`src/rtl/result_drain.sv`:
```
// rtl/result_drain.sv - ping-pong result buffer that streams MxM matrices out one tagged element per beat
module result_drain #(
    parameter int M         = 3,
    parameter int COL_MAJOR = 0,
    localparam int IW       = $clog2(M)
) (
    input  logic                 CLK,
    input  logic                 rst,
    input  logic                 mat_vld,
    input  logic [16*M*M-1:0]    mat,
    output logic                 mat_rdy,
    output logic                 out_vld,
    input  logic                 out_rdy,
    output logic [15:0]          out_data,
    output logic [IW-1:0]        out_row,
    output logic [IW-1:0]        out_col,
    output logic                 out_last
);

    localparam int NE = M * M;
    localparam int EW = $clog2(NE);
    localparam logic [IW-1:0] LAST_IDX = IW'(M - 1);

    logic [15:0]   mem_q [2][NE];
    logic          wr_ptr_q, wr_ptr_d;
    logic          rd_ptr_q, rd_ptr_d;
    logic [1:0]    cnt_q, cnt_d;
    logic [IW-1:0] row_q, row_d;
    logic [IW-1:0] col_q, col_d;

    logic          accept;
    logic          beat;
    logic          last_beat;
    logic [EW-1:0] rd_idx;

    // Handshake outputs depend only on registered state, never on mat_vld/out_rdy.
    assign mat_rdy   = !rst && (cnt_q != 2'd2);
    assign out_vld   = !rst && (cnt_q != 2'd0);
    assign out_last  = (row_q == LAST_IDX) && (col_q == LAST_IDX);
    assign out_row   = row_q;
    assign out_col   = col_q;
    assign rd_idx    = EW'(row_q) * EW'(M) + EW'(col_q);
    assign out_data  = mem_q[rd_ptr_q][rd_idx];

    assign accept    = mat_vld && mat_rdy;
    assign beat      = out_vld && out_rdy;
    assign last_beat = beat && out_last;

    always_comb begin
        wr_ptr_d = wr_ptr_q;
        rd_ptr_d = rd_ptr_q;
        cnt_d    = cnt_q;
        row_d    = row_q;
        col_d    = col_q;

        if (accept) begin
            wr_ptr_d = ~wr_ptr_q;
        end

        if (last_beat) begin
            row_d    = '0;
            col_d    = '0;
            rd_ptr_d = ~rd_ptr_q;
        end else if (beat) begin
            if (COL_MAJOR == 0) begin
                if (col_q == LAST_IDX) begin
                    col_d = '0;
                    row_d = row_q + 1'b1;
                end else begin
                    col_d = col_q + 1'b1;
                end
            end else begin
                if (row_q == LAST_IDX) begin
                    row_d = '0;
                    col_d = col_q + 1'b1;
                end else begin
                    row_d = row_q + 1'b1;
                end
            end
        end

        // Accept and final pop in the same cycle leave the occupancy unchanged.
        case ({accept, last_beat})
            2'b10:   cnt_d = cnt_q + 2'd1;
            2'b01:   cnt_d = cnt_q - 2'd1;
            default: cnt_d = cnt_q;
        endcase
    end

    always_ff @(posedge CLK) begin
        if (rst) begin
            wr_ptr_q <= 1'b0;
            rd_ptr_q <= 1'b0;
            cnt_q    <= 2'd0;
            row_q    <= '0;
            col_q    <= '0;
        end else begin
            wr_ptr_q <= wr_ptr_d;
            rd_ptr_q <= rd_ptr_d;
            cnt_q    <= cnt_d;
            row_q    <= row_d;
            col_q    <= col_d;
        end
    end

    // Buffer contents are not reset; occupancy alone decides what is valid.
    always_ff @(posedge CLK) begin
        if (accept) begin
            for (int k = 0; k < NE; k++) begin
                mem_q[wr_ptr_q][k] <= mat[16*k +: 16];
            end
        end
    end

endmodule

```
`config.mk`:
```
export PLATFORM = sky130hd
export DESIGN_NAME = result_drain
export DESIGN_NICKNAME = d
export VERILOG_FILES = /design/src/rtl/result_drain.sv
export SDC_FILE = /design/constraint.sdc
export NUM_CORES = 1
export LEC_CHECK = 0
export ABC_AREA = 0
export CELL_PAD_IN_SITES_DETAIL_PLACEMENT = 0
export CELL_PAD_IN_SITES_GLOBAL_PLACEMENT = 1
export CORE_MARGIN = 2
export CORE_UTILIZATION = 30
export DETAILED_ROUTE_END_ITERATION = 10
export GPL_ROUTABILITY_DRIVEN = 0
export PLACE_DENSITY_LB_ADDON = 0.2
export SYNTH_ARGS = -nofsm -noshare
export SYNTH_HDL_FRONTEND = slang
export SYNTH_SLANG_ARGS = --single-unit
```
`constraint.sdc`:
```
create_clock -name CLK -period 8.2 [get_ports CLK]
set_input_delay 1.64 -clock CLK [delete_from_list [all_inputs] [get_ports CLK]]
set_output_delay 1.64 -clock CLK [all_outputs]
set_load 0.05 [all_outputs]
```
Yosys cells after proc, flatten, opt, wreduce, memory -nomap -nowiden
Memories as Yosys holds them, arrays and structs flattened. A register that Yosys moved wholly into a read port is not among the register bits.
Cells that the tools add are included.
Storage, ports and cells
  output and inout port bits: 23
  flip-flop bits (word level): 8
  word-level logic and storage cells: 41
  memories: 1
  memory bits (writable): 288
  input port bits: 148
Cells by class
  magnitude comparators: 1
  bitwise logic cells: 3
  reductions and logical operators: 11
  muxes and demuxes: 9
  equal/unequal tests: 5
  add/sub/neg operators: 5
  multiply operators: 1
Memory list
  mem_q: depth 2, bits a word 144, read ports 1, clocked after memory_dff 1, write ports 1, RTL line 24  | logic [15:0] mem_q [2][NE];
Operators with widths (count)
  16-bit binary-select mux with 4-bit select: 1
  16-bit 2-to-1 mux: 2
  2-bit by 1-bit adder with 2-bit output (second input constant): 3
  2-bit == test (second input constant): 3
  1-bit logical AND: 6
  5-bit greater-or-equal comparator (second input constant): 1
  4-bit NOT with 5-bit output: 1
  4-bit by 2-bit adder with 4-bit output: 1
  2-bit by 2-bit multiplier with 4-bit output (second input constant): 1
  1-bit 2-to-1 mux: 4
  2-bit one-hot mux with 2 select lines: 1
  2-bit nonzero test: 2
  2-bit by 1-bit == test with 1-bit output (second input constant): 1
  2-bit 2-to-1 mux: 1
  2-bit != test (second input constant): 1
  1-bit NOT: 2
  2-bit AND reduction: 1
  2-bit OR reduction: 1
  2-bit by 1-bit subtractor with 2-bit output (second input constant): 1
  1-bit zero test: 1

Depth between registers and ports, before layout
  word-level depth: 6
  depth in mapped cells: 8
  gate-level depth less buffers: 8

Least setup slack after synthesis
OpenSTA, ideal clock, no wires.
  path kind: in2reg
  start: in mat_vld
  end: mem mem_q[0][0] (netlist name), enable pin
  stages: 3
  setup time: 0.649 ns
  data required time: 7.551 ns
  arrival: 7.973 ns
  path slack: -0.422 ns
  buffers on the path: 0
  cell sequence: inv_1 -> a211o_1 -> nor2_1
Between the ends
  cells in the longest elaborated chain, start to end: 3
RTL lines
  start: declaration: RTL line 9  | input logic mat_vld,
  1-bit logical AND: RTL line 45  | assign accept = mat_vld && mat_rdy;
  1-bit 2-to-1 mux: RTL line 108  | if (accept) begin
  1-bit 2-to-1 mux (not written as such): RTL line 110  | mem_q[wr_ptr_q][k] <= mat[16*k +: 16];
  end: declaration: RTL line 24
No other way between the ends.

Worst setup path after layout
  start: reg row_q[0] (netlist: out_row[0])
  end: out out_data[12]
Between the ends
  cells in the longest elaborated chain, start to end: 6
RTL lines
  start: declaration: RTL line 28  | logic [IW-1:0] row_q, row_d;
  start signal: assignment: RTL line 101  | row_q <= row_d;
  2-bit by 2-bit multiplier with 4-bit output: RTL line 42  | assign rd_idx = EW'(row_q) * EW'(M) + EW'(col_q);
  4-bit by 2-bit adder with 4-bit output: RTL line 42
  4-bit NOT with 5-bit output (not written as such): RTL line 43  | assign out_data = mem_q[rd_ptr_q][rd_idx];
  16-bit binary-select mux with 4-bit select: RTL line 43
  16-bit 2-to-1 mux (not written as such) (2 in a row): RTL line 43
  end: declaration: RTL line 14  | output logic [15:0] out_data,
No other way between the ends. The select of a mux whose other input is x is not followed.

==> results.txt <==
synthesized net count = 667
root buf cell = clkbuf_16
final hold violations = 0
I/O Buffers = 170
max incr delay on CP = 850 ps
Leakage = 4.66 nW
DRT iter0 DRCs = 306
CTS tree = yes
Critical Path End Type = output pin
Yosys reg bits = 297
Post-Synthesis Cells = 513
Die Wd = 200 um
# hold bufs at CTS = 0
Synth area leaders = edfxtp_1 (75%), mux4_2 (11%), mux2_2 (3.1%), mux4_1 (2.1%), dfxtp_1 (1.6%)
antenna cell count = 0
Rel. slew slack = 0.332
period utilization = 0.729
EDFF count, synth = 288
Core Rows = 71
Syn Area/Cell = 22.4 um^2
Initial DRT Pass Iterations = 4
crit path DAT = 4340 ps
Final Max Slew Viols = 0
CP max-delay cell = ha_4
IO Pins = 171
worst flop-to-flop path startpoint = cnt_q[0]$_SDFFE_PP0P_
Post-Syn Area = 11,500 um^2
Clock Path Buffers = 3
clock sink total = 297
Multi-input gate area = 2550 um^2
Top delay family on crit path = adder cells
All-Layer GR Usage = 0.132
hpwl dp = 17,300 um
CTS buffer count = 35
vias per cell = 4.54
vias in the first global route = 6,237
actual slew at the worst max-slew pin = 1000 ps
H-tree Lvls = 2
RSZ-0062 raised after global routing = no
Storage cell area = 8830 um^2
most frequent cells in the layout = edfxtp_1 (288), clkdlybuf4s50_1 (170), mux4_2 (55), clkbuf_16 (37), mux2_2 (32)
critical-path cell list = fa_1 > ha_4 > mux4_2 > mux2_2 > a22oi_1 > o21ai_1 > clkdlybuf4s50_1
Final Util = 0.396
Setup WS pre-CTS = 2660 ps
first-pass GRT wire length = 37,900 um
commonest non-fill, non-tap cell in the layout = edfxtp_1
critical path peak fanout = 44
clock-pin slew on the worst setup and hold paths = 50 ps
final non-filler cell total = 1,242
top_reg_cell synth = edfxtp_1
wire per inst = 21.0 um
status = complete, no violations
Post-Route WL = 26,100 um
detailed-route via count = 5,644
Initial Util = 0.305
hold wc startpoint = rd_ptr_q$_SDFFE_PP0P_
Final #Nets = 859
post-synth top area share = 0.751
post-route cell area = 15,000 um^2
Clk Latency, worst-skew pair = 510 ps
setup repair bufs after CTS = 0
# fillers = 3,400
hold crit path type = flip-flop to flip-flop
initial antenna violation count = 3
Buf+Inv Stages, Crit Path = 1
layout cell share with drive strength beyond 1 = 0.212
Area after DPL = 13,800 um^2
Placed Instances = 1,179
pwr/cell area = 233 nW/um^2
Fmax = 167 MHz
min Tclk post-route = 5980 ps
asr flop ratio synth = 0
largest net degree at the start of global routing = 52
DRC Markers = 0
grt total ovfl = 0
cts repair resizes = 0
setup ws final = 2220 ps
sequential cell area fraction in the yosys report = 0.767
DIE AREA = 40,000 um^2
Setup Crit Path Kind = flip-flop to output pin
Yosys top cell by area = edfxtp_1
CP Launch Type = flip-flop
total of max-cap violations = 0
Peak VDD IR = 0.109 mV
Netlist cell types = 33
Setup Skew = 13.1 ps
Core ar. = 37,800 um^2
crit path from = out_row[0]$_SDFFE_PP0P_
Worst Path Required = 6560 ps
R2R setup slack = 5460 ps
Final ANT Viol Nets = 0
Chip Height = 200 um
area delta synth->final = 29.9%
yosys warns = 0
Min Hold Slack = 503 ps
Final setup viols = 0
-- path summary, 6_finish.rpt --
kind | to | cells after the start
setup / recovery | out_data[12] | 7
hold / removal | flip-flop | 2
setup reg to reg | mem_q[0][95]$_DFFE_PP_ | 5
hold reg to reg | flip-flop | 2
-- power by group --
group | switching (mW) | internal [mW] | leakage [nW] | total, mW
Combinational | 0.109 | 0.116 | 1.38 | 0.225
Sequential | 0.0125 | 1.73 | 2.72 | 1.74
Clock | 0.576 | 0.942 | 0.564 | 1.52
-- cell type report --
type | instances | area share
clock buffers | 39 | 0.0624
clock inverters | 24 | 0.0142
inverters | 5 | 0.00125
multi-input cells | 187 | 0.171
flip-flops and latches | 297 | 0.590
well taps | 511 | 0.0427
repair buffers | 179 | 0.118
-- flip-flops by register name, summed over array words and instances, names as in the netlist, named ones only --
signal	cells
mem_q	288
rd_ptr_q	1
cnt_q	2
out_col	2
wr_ptr_q	1
out_row	2
-- tightest hold or removal path: stages (launching register included) --
cell	delay [ps]
dfxtp_1	300
o21ai_1	90
a21oi_1	70
-- synth_stat cells, types with 2 or more instances --
library cell	n
fa_1	2
a21oi_1	8
o21ai_1	17
mux4_1	9
edfxtp_1	288
inv_1	4
or3_1	5
nor2_1	6
clkbuf_1	4
a22oi_1	16
ha_1	4
dfxtp_1	9
nand2_1	5
buf_6	4
mux2i_1	16
mux4_2	55
xnor2_1	2
mux2_2	32
buf_2	13
-- routing by layer --
metal	wire length [um]	part of all wire	track usage
met5	34	0.0013	0
met4	462	0.018	0.0346
met3	1570	0.060	0.0368
met2	12400	0.47	0.210
met1	11700	0.45	0.178
-- stage by stage --
step | power [mW] | setup TNS [ps]
2_1_floorplan | 1.88 | -121520
3_5_place_dp | 2.00 | 0
6_report | 3.48 | 0
5_1_grt | 3.61 | 0
3_3_place_gp | 1.99 | 0
4_1_cts | 3.54 | 0
-- logic make-up after synthesis --
family / Yosys count / share of synthesized area
buffers and inverters: 29 / 0.0162
AO/OA/AOI/OAI: 44 / 0.0234
adder cells (fa/ha/maj): 6 / 0.00782
AND/OR/NAND/NOR: 22 / 0.0104
flip-flops: 297 / 0.767
XOR/XNOR: 3 / 0.00228
multiplexers: 112 / 0.173
No activity file was read; power rests on OpenSTA's default activity.
